<file path="config.mk">
export PLATFORM = sky130hd
export DESIGN_NAME = pc_sequencer
export DESIGN_NICKNAME = d
export VERILOG_FILES = /design/src/rtl/pc_sequencer.sv
export SDC_FILE = /design/constraint.sdc
export NUM_CORES = 1
export LEC_CHECK = 0
export CAP_MARGIN = 0
export CORE_MARGIN = 8
export CORE_UTILIZATION = 45
export CTS_BUF_LIST = sky130_fd_sc_hd__clkbuf_2 sky130_fd_sc_hd__clkbuf_4 sky130_fd_sc_hd__clkbuf_8
export DETAILED_ROUTE_END_ITERATION = 16
export HOLD_SLACK_MARGIN = 0.12
export PLACE_DENSITY = 0.74
export SLEW_MARGIN = 20
export SYNTH_ARGS = -nofsm -noshare
export SYNTH_HDL_FRONTEND = slang
export SYNTH_SLANG_ARGS = --single-unit
</file>
<file path="constraint.sdc">
create_clock -name clock -period 4.9 [get_ports clock]
set_clock_uncertainty 0.2 [all_clocks]
set_input_delay 1.47 -clock clock [delete_from_list [all_inputs] [get_ports clock]]
set_output_delay 1.47 -clock clock [all_outputs]
set_load 0.02 [all_outputs]
</file>
<file path="src/rtl/pc_sequencer.sv">
// pc_sequencer: owns the program counter and issues instruction-memory
// fetch requests with a req/ack handshake. Hazard stalls gate the issue of
// new requests, and branch/jump redirects are applied either immediately
// (when no request is outstanding, or on the ack cycle) or remembered and
// applied when the outstanding request completes.
module pc_sequencer #(
  parameter logic [31:0] RESET_PC = 32'd0,
  parameter logic [31:0] PC_STEP  = 32'd1
) (
  input  logic        clock,
  input  logic        reset,
  input  logic        stall,
  input  logic        redirect_valid,
  input  logic [31:0] redirect_target,
  input  logic        imem_ack,
  output logic        imem_req,
  output logic [31:0] imem_addr,
  output logic [31:0] pc,
  output logic        instr_valid,
  output logic [31:0] instr_pc
);

  typedef enum logic [1:0] {
    BOOT  = 2'd0,
    FETCH = 2'd1,
    HOLD  = 2'd2
  } state_t;

  state_t      state_q, state_d;
  logic [31:0] pc_q, pc_d;
  logic        redir_pend_q, redir_pend_d;
  logic [31:0] redir_tgt_q, redir_tgt_d;
  logic        instr_valid_q, instr_valid_d;
  logic [31:0] instr_pc_q, instr_pc_d;

  // State and datapath registers; reset abandons any outstanding request.
  always_ff @(posedge clock or posedge reset) begin
    if (reset) begin
      state_q       <= BOOT;
      pc_q          <= RESET_PC;
      redir_pend_q  <= 1'b0;
      redir_tgt_q   <= 32'd0;
      instr_valid_q <= 1'b0;
      instr_pc_q    <= 32'd0;
    end else begin
      state_q       <= state_d;
      pc_q          <= pc_d;
      redir_pend_q  <= redir_pend_d;
      redir_tgt_q   <= redir_tgt_d;
      instr_valid_q <= instr_valid_d;
      instr_pc_q    <= instr_pc_d;
    end
  end

  // Next-state logic: sequencing, redirect capture and PC advance.
  always_comb begin
    state_d       = state_q;
    pc_d          = pc_q;
    redir_pend_d  = redir_pend_q;
    redir_tgt_d   = redir_tgt_q;
    instr_valid_d = 1'b0;
    instr_pc_d    = instr_pc_q;

    case (state_q)
      BOOT: begin
        if (redirect_valid) begin
          pc_d = redirect_target;
        end else begin
          pc_d = pc_q;
        end
        if (stall) begin
          state_d = HOLD;
        end else begin
          state_d = FETCH;
        end
      end

      FETCH: begin
        if (!imem_ack) begin
          // Request outstanding: address must stay stable, so a redirect is
          // only remembered (latest one wins) until the ack arrives.
          if (redirect_valid) begin
            redir_pend_d = 1'b1;
            redir_tgt_d  = redirect_target;
          end else begin
            redir_pend_d = redir_pend_q;
          end
        end else begin
          if (redirect_valid || redir_pend_q) begin
            // Fetched instruction is on the wrong path; drop it.
            redir_pend_d = 1'b0;
            if (redirect_valid) begin
              pc_d = redirect_target;
            end else begin
              pc_d = redir_tgt_q;
            end
          end else begin
            pc_d          = pc_q + PC_STEP;
            instr_valid_d = 1'b1;
            instr_pc_d    = pc_q;
          end
          // Stall only takes effect once the current request has completed.
          if (stall) begin
            state_d = HOLD;
          end else begin
            state_d = FETCH;
          end
        end
      end

      HOLD: begin
        if (redirect_valid) begin
          pc_d = redirect_target;
        end else begin
          pc_d = pc_q;
        end
        if (!stall) begin
          state_d = FETCH;
        end else begin
          state_d = HOLD;
        end
      end

      default: begin
        state_d      = BOOT;
        pc_d         = RESET_PC;
        redir_pend_d = 1'b0;
      end
    endcase
  end

  // The request is a pure decode of the state register, so an async reset
  // withdraws it immediately.
  assign imem_req    = (state_q == FETCH);
  assign imem_addr   = pc_q;
  assign pc          = pc_q;
  assign instr_valid = instr_valid_q;
  assign instr_pc    = instr_pc_q;

endmodule

</file>
==> summary.txt, run 1 <==
Global route
  • GR Overflow Total: 0
  • GRT Total Usage: 0.203
  • First-pass GRT wire length: 25,800 um
  • Vias in the first global route: 4,680
  • Largest net degree at the start of global routing: 55
  • Initial antenna violation count: 0

Worst hold path
  • WHS Path Cells: 2
  • Worst Hold Class: reg2reg
  • Hold endpoint: instr_pc[18]
  • Hold path start: instr_pc[18]

Critical path
  • Worst setup EP type: primary output
  • Crit path from: state_q[0]
  • R2R Path Start: redir_pend_q
  • CP Data Arrival Time: 2.31 ns
  • RR Endpoint: imem_addr[20]
  • Worst Path Required: 3.23 ns
  • Flop-to-flop setup slack: 1.89 ns
  • Crit Path Max Fanout: 19
  • CP Launch Type: flip-flop
  • R2r worst-path depth: 4
  • Setup CP Type: reg2out

Die
  • Initial Util: 0.460
  • Boundary pin count: 135
  • Core area: 12,000 um2
  • Die area: 16,000 um2
  • Die height: 127 um
  • Chip Width: 127 um
  • Cell row count: 40

Placed design
  • Number of port buffers: 134
  • Area after DPL: 6700 um2
  • Cells after DPL: 760
  • HPWL after detailed placement: 11,600 um
  • GP Congestion: 0.866

Logic synthesis
  • Top cells by area, synth: dfrtp_1 (46%), mux2_2 (13%), buf_4 (4.5%), o21ai_0 (2.9%), nand2_1 (2.7%)
  • Number of flops mapped to enable cells by yosys: 0
  • Sequential fraction of the synthesis area: 0.455
  • FF+latch count, synth: 100
  • Synthesis warning total: 0
  • Mean Syn Cell Area: 10.3 um2
  • Top-area cell type share of the netlist area: 0.455
  • Most used DFF post-synth: dfrtp_1
  • Synthesized area: 5500 um2
  • Synth cell types: 67
  • Synth Instances: 534
  • Syn Nets: 572
  • Yosys top cell by area: dfrtp_1
  • Ys async rst share: 1.00

Layout
  • Multi-input logic area: 2550 um2
  • Cell area after layout: 6920 um2
  • FF+latch area: 2500 um2
  • Final net count: 662
  • Ratio of cells with drive above 1 in the final layout: 0.181
  • Post-layout util: 0.578
  • Fill count: 1,055
  • Total inserted antenna cells: 0
  • Fin cells: 776
  • Syn-to-layout area delta: 25.8%

CTS
  • Cts hold-fix bufs: 0
  • CTS buffer count: 9
  • Clk buf depth: 2
  • Clock tree root buffer cell: clkbuf_8
  • H-Tree Depth: 3
  • CTS Sinks: 100
  • # resized after CTS: 0
  • CTS clk-pin slew, worst paths: 0.09 ns
  • CTS tree: built
  • Skew-Pair Late Insertion Delay: 0.38 ns
  • Setup Buffers After CTS: 0

Status
  • Status: complete, no violations

STA
  • Setup TNS: 0 ns
  • Worst slew pin tran: 0.931 ns
  • Pins Over Slew Limit: 0
  • Final hold violations: 0
  • Period utilization: 0.813
  • Worst slew margin: 0.377
  • Final Setup Violations: 0
  • RSZ-0062 raised after global routing: no
  • Peak Freq: 251 MHz
  • Minimum clock period: 3.98 ns

Route
  • Via count: 4,633
  • # DRC: 0
  • Drt wl/cell: 21.0 um
  • Final wirelength: 16,300 um
  • Post-route ant nets: 0
  • DR pass1 iterations: 5
  • Starting DRT DRC Count: 491
  • Vias per cell: 5.97

Power and ir drop
  • Maximum VDD drop: 0.248 mV
  • Sequential share of power: 0.397
  • PwrDens: 506 nW/um2
  • Net Switching: 0.00134 W
  • Logic pwr share: 0.442
  • LEAKAGE: 2.81 nW
  • Clk pwr share: 0.161
  • Post-route total power: 0.00350 W
  • Pint: 0.00216 W
  • Switching part of the total: 0.384

Run
  • Max Cap Viol: 0
worst max path at each step:
stage | to | slack, ns
after floorplan | imem_addr[0] | 0.61
after global placement | imem_addr[31] | 0.59
after detailed placement | imem_addr[31] | 0.43
after CTS | imem_addr[31] | 0.82
after global routing | imem_req | 0.81
final | imem_req | 0.92
critical path, stage by stage, from the launching register on:
cell and delay [ns]:
dfrtp_1 0.75, nand2b_1 0.38, inv_1 0.17, clkdlybuf4s50_1 0.63
sequential cells by signal, summed over array words and instances, names as in the netlist:
register and count:
imem_addr 32, state_q 2, instr_pc 32, redir_pend_q 1
instr_valid 1, redir_tgt_q 32
cell families after synthesis:
family,count (synthesis),synth area share
AND/OR/NAND/NOR,147,0.142
AO/OA/AOI/OAI,133,0.163
flip-flops,100,0.455
buffers and inverters,75,0.0844
multiplexers,68,0.138
XOR/XNOR,10,0.0159
adder cells (fa/ha/maj),1,0.00228
routing by layer:
metal,share of wire,GRT usage,vias up
li1,-,-,2106
met1,0.43,0.265,2289
met2,0.47,0.320,209
met3,0.076,0.0440,29
met4,0.024,0.0842,0
met5,0,0,-
cells in the mapped netlist (3+ instances only):
cell         n
dfrtp_1    100
mux2_2      62
nand2_1     40
nor2_1      34
buf_4       33
o21ai_0     32
a21oi_1     28
clkbuf_1    19
nand3_1     12
nand2b_1    10
nand4_1     10
a31oi_1      9
buf_2        9
inv_1        8
a221oi_1     6
a22oi_1      6
mux2i_1      6
nor3_1       6
xor2_1       6
and3_1       5
buf_6        5
nor2b_1      5
a311oi_1     4
and3_2       4
o22a_1       4
o22ai_1      4
o311ai_0     4
xnor2_1      4
a211o_1      3
a21o_1       3
a2bb2oi_1    3
a41oi_1      3
and4_2       3
nor3b_1      3
o21a_1       3
power groups by stage:
stage	Clock (W)	Sequential [W]	Combinational, W
floorplan	0	0.00157	0.000719
global placement	0	0.00138	0.00153
detailed placement	0	0.00141	0.00156
CTS	0.000568	0.00139	0.00156
global route	0.000595	0.00144	0.00165
finish	0.000562	0.00139	0.00155
cell type report:
type / count / area share
flip-flops and latches: 100 / 0.362
well taps: 147 / 0.0266
clock inverters: 4 / 0.00687
inverters: 8 / 0.00470
multi-input cells: 359 / 0.368
repair buffers: 146 / 0.209
clock buffers: 12 / 0.0230
cell usage in the layout (no fill, tap or decap), drive strengths merged, types with 3 or more instances in the layout:
cell,n
a22oi,6
xor2,6
xnor2,4
nand2,40
nor2,35
o22a,4
clkdlybuf4s50,134
nand4,11
nand2b,10
o22ai,4
a211o,3
a311oi,5
mux2i,6
dfrtp,100
o21ai,35
clkbuf,12
a21oi,28
nor2b,5
buf,12
o311ai,5
and4,4
a41oi,3
inv,8
nor3,7
nor4,4
a31oi,9
o21a,3
and2,3
a21o,3
a221oi,6
a2bb2oi,3
nor3b,3
and3,9
nand3,12
mux2,62
metrics by stage:
stage | hold WS, ns | setup WS, ns
after floorplan | 0.272 | 0.611
after global placement | 0.263 | 0.587
after detailed placement | 0.288 | 0.426
after CTS | 0.309 | 0.822
after global routing | 0.322 | 0.810
final | 0.299 | 0.918
(Power assumes the default switching activity.)
==> run 2, diff against run 1 <==
--- a/config.mk
+++ b/config.mk
@@ -11,7 +11,7 @@
 export CTS_BUF_LIST = sky130_fd_sc_hd__clkbuf_2 sky130_fd_sc_hd__clkbuf_4 sky130_fd_sc_hd__clkbuf_8
 export DETAILED_ROUTE_END_ITERATION = 16
 export HOLD_SLACK_MARGIN = 0.12
-export PLACE_DENSITY = 0.74
+export PLACE_DENSITY = 0.77
 export SLEW_MARGIN = 20
 export SYNTH_ARGS = -nofsm -noshare
 export SYNTH_HDL_FRONTEND = slang
==> constraint.sdc (replaced) <==
create_clock -name clock -period 3.5 [get_ports clock]
set_clock_uncertainty 0.2 [all_clocks]
set_input_delay 1.05 -clock clock [delete_from_list [all_inputs] [get_ports clock]]
set_output_delay 1.05 -clock clock [all_outputs]
set_load 0.02 [all_outputs]
==> run 2 against run 1 <==
Sequential power rose by 38%. Global-route usage rose by 0.83 points. Power rose by 39%. Highest routed layer unchanged. Combinational power rose by 45%. Utilization rose by 0.91 points. Largest power group unchanged.
==> summary.txt, run 2 (same netlist as run 1, synthesis figures left out) <==
Critical path
  • Worst-path cell with the longest stage delay: clkdlybuf4s50_1
  • RR Endpoint: imem_addr[30]
  • Critical path depth in cells: 3
  • Setup CP Type: reg2out
  • Crit Path Max Fanout: 6
  • CP Launch Type: flip-flop
  • Crit-path cells: nand2b_1, inv_1, clkdlybuf4s50_1
  • Flop-to-flop setup slack: 0.85 ns
  • R2R Path Start: imem_addr[9]
  • Buf/Inv on CP: 2
  • Crit path max-delay family: buffers and inverters
  • Slowest cell delay on critical path: 0.64 ns
  • Worst Path Required: 2.25 ns
  • Worst setup EP type: primary output
  • CP Data Arrival Time: 1.85 ns
  • R2r worst-path depth: 5

Route
  • # DRC: 0
  • Vias per cell: 6.03
  • Starting DRT DRC Count: 364
  • Via count: 4,766
  • Final wirelength: 16,700 um
  • Drt wl/cell: 21.1 um
  • Post-route ant nets: 0
  • DR pass1 iterations: 5

CTS
  • CTS tree: built
  • H-Tree Depth: 3
  • Clock tree root buffer cell: clkbuf_8
  • Cts hold-fix bufs: 0
  • CTS Sinks: 100
  • # resized after CTS: 0
  • Skew-Pair Late Insertion Delay: 0.37 ns
  • CTS buffer count: 9
  • Clk buf depth: 2
  • Setup Buffers After CTS: 0
  • CTS clk-pin slew, worst paths: 0.10 ns

STA
  • Final Setup Violations: 0
  • Final hold violations: 0
  • Worst slew pin tran: 0.749 ns
  • Setup TNS: 0 ns
  • Pins Over Slew Limit: 0
  • RSZ-0062 raised after global routing: no
  • Minimum clock period: 3.10 ns
  • Peak Freq: 322 MHz
  • Worst slew margin: 0.497
  • Period utilization: 0.886

Layout
  • Most frequent cells in the layout: clkdlybuf4s50_1 (134), dfrtp_1 (100), mux2_2 (62)
  • Final net count: 677
  • Ratio of cells with drive above 1 in the final layout: 0.200
  • Fin cells: 791
  • Total inserted antenna cells: 0
  • Commonest non-fill, non-tap cell in the layout: clkdlybuf4s50_1
  • Cell area after layout: 7030 um2
  • Syn-to-layout area delta: 27.8%

Global route
  • Largest net degree at the start of global routing: 36
  • First-pass GRT wire length: 27,300 um
  • GR Overflow Total: 0
  • GRT Total Usage: 0.211
  • Initial antenna violation count: 0
  • Vias in the first global route: 4,841

Placed design
  • HPWL after detailed placement: 12,300 um
  • GP Congestion: 0.874
  • Number of port buffers: 134
  • Cells after DPL: 775
  • Area after DPL: 6840 um2

Power and ir drop
  • Maximum VDD drop: 0.346 mV
  • PwrDens: 694 nW/um2
  • LEAKAGE: 2.87 nW

Worst hold path
  • Hold endpoint: instr_pc[18]
  • WHS Path Cells: 2
  • Worst Hold Class: reg2reg
  • Hold path start: instr_pc[18]

Die
  • Core area: 12,000 um2
  • Boundary pin count: 135
  • Die area: 16,000 um2
  • Chip Width: 127 um
  • Initial Util: 0.460
  • Die height: 127 um
  • Cell row count: 40

Run
  • Max Cap Viol: 0

Status
  • Status: complete, no violations
run 2: cell count changes in the layout (fill, tap and decap cells not counted), moves of 2 or more:
cell / delta
inv_6: +3
buf_4: +13
buf_12: +2
clkinvlp_4: +2
run 2: where the power goes:
| part | internal [W] | leakage [nW] | switching [W] |
|---|---|---|---|
| Clock | 0.000285 | 0.0897 | 0.000424 |
| Sequential | 0.00155 | 1.21 | 0.000375 |
| Combinational | 0.00112 | 1.57 | 0.00112 |
| Total | 0.00296 | 2.87 | 0.00192 |
run 2: cell type report:
class	instances	area (um2)
Multi-Input combinational cell	359	2540
Tap cell	147	184
Inverter	8	33.8
Clock buffer	10	138
Clock inverter	6	46.3
Timing Repair Buffer	161	1580
Fill cell	1040	4930
Sequential cell	100	2500
run 2: worst max path at each step:
stage | to | slack [ns] | start
after detailed placement | imem_addr[31] | 0.23 | imem_ack
after global placement | imem_addr[31] | 0.28 | imem_ack
final | imem_req | 0.40 | state_q[1]
after global routing | imem_req | 0.32 | state_q[1]
after CTS | imem_req | 0.38 | state_q[1]
after floorplan | redir_tgt_q[0] | 0.80 | redirect_valid
run 2: worst register-to-register path: stages, from the launching register on:
cell     delay (ns)
dfrtp_1        0.62
nand4_4        0.23
nor4_4         0.62
and2_0         0.45
a21oi_1        0.14
nor4_2         0.29
run 2: per-stage QoR:
step	hold WS, ns	power (W)	utilization	setup slack, ns
2_1_floorplan	0.272	0.00320	-	0.804
3_3_place_gp	0.263	0.00413	0.572	0.280
3_5_place_dp	0.272	0.00421	0.572	0.235
4_1_cts	0.294	0.00492	0.587	0.380
5_1_grt	0.319	0.00515	0.587	0.321
6_report	0.283	0.00488	0.587	0.398
run 2: layer usage:
metal  vias up  wire length [um]  track usage  share of wire
met2       218              8010        0.338           0.48
met5         -                 0            0              0
li1       2128                 -            -              -
met4         0               314       0.0715          0.019
met1      2397              7110        0.273           0.43
met3        23              1270       0.0532          0.076
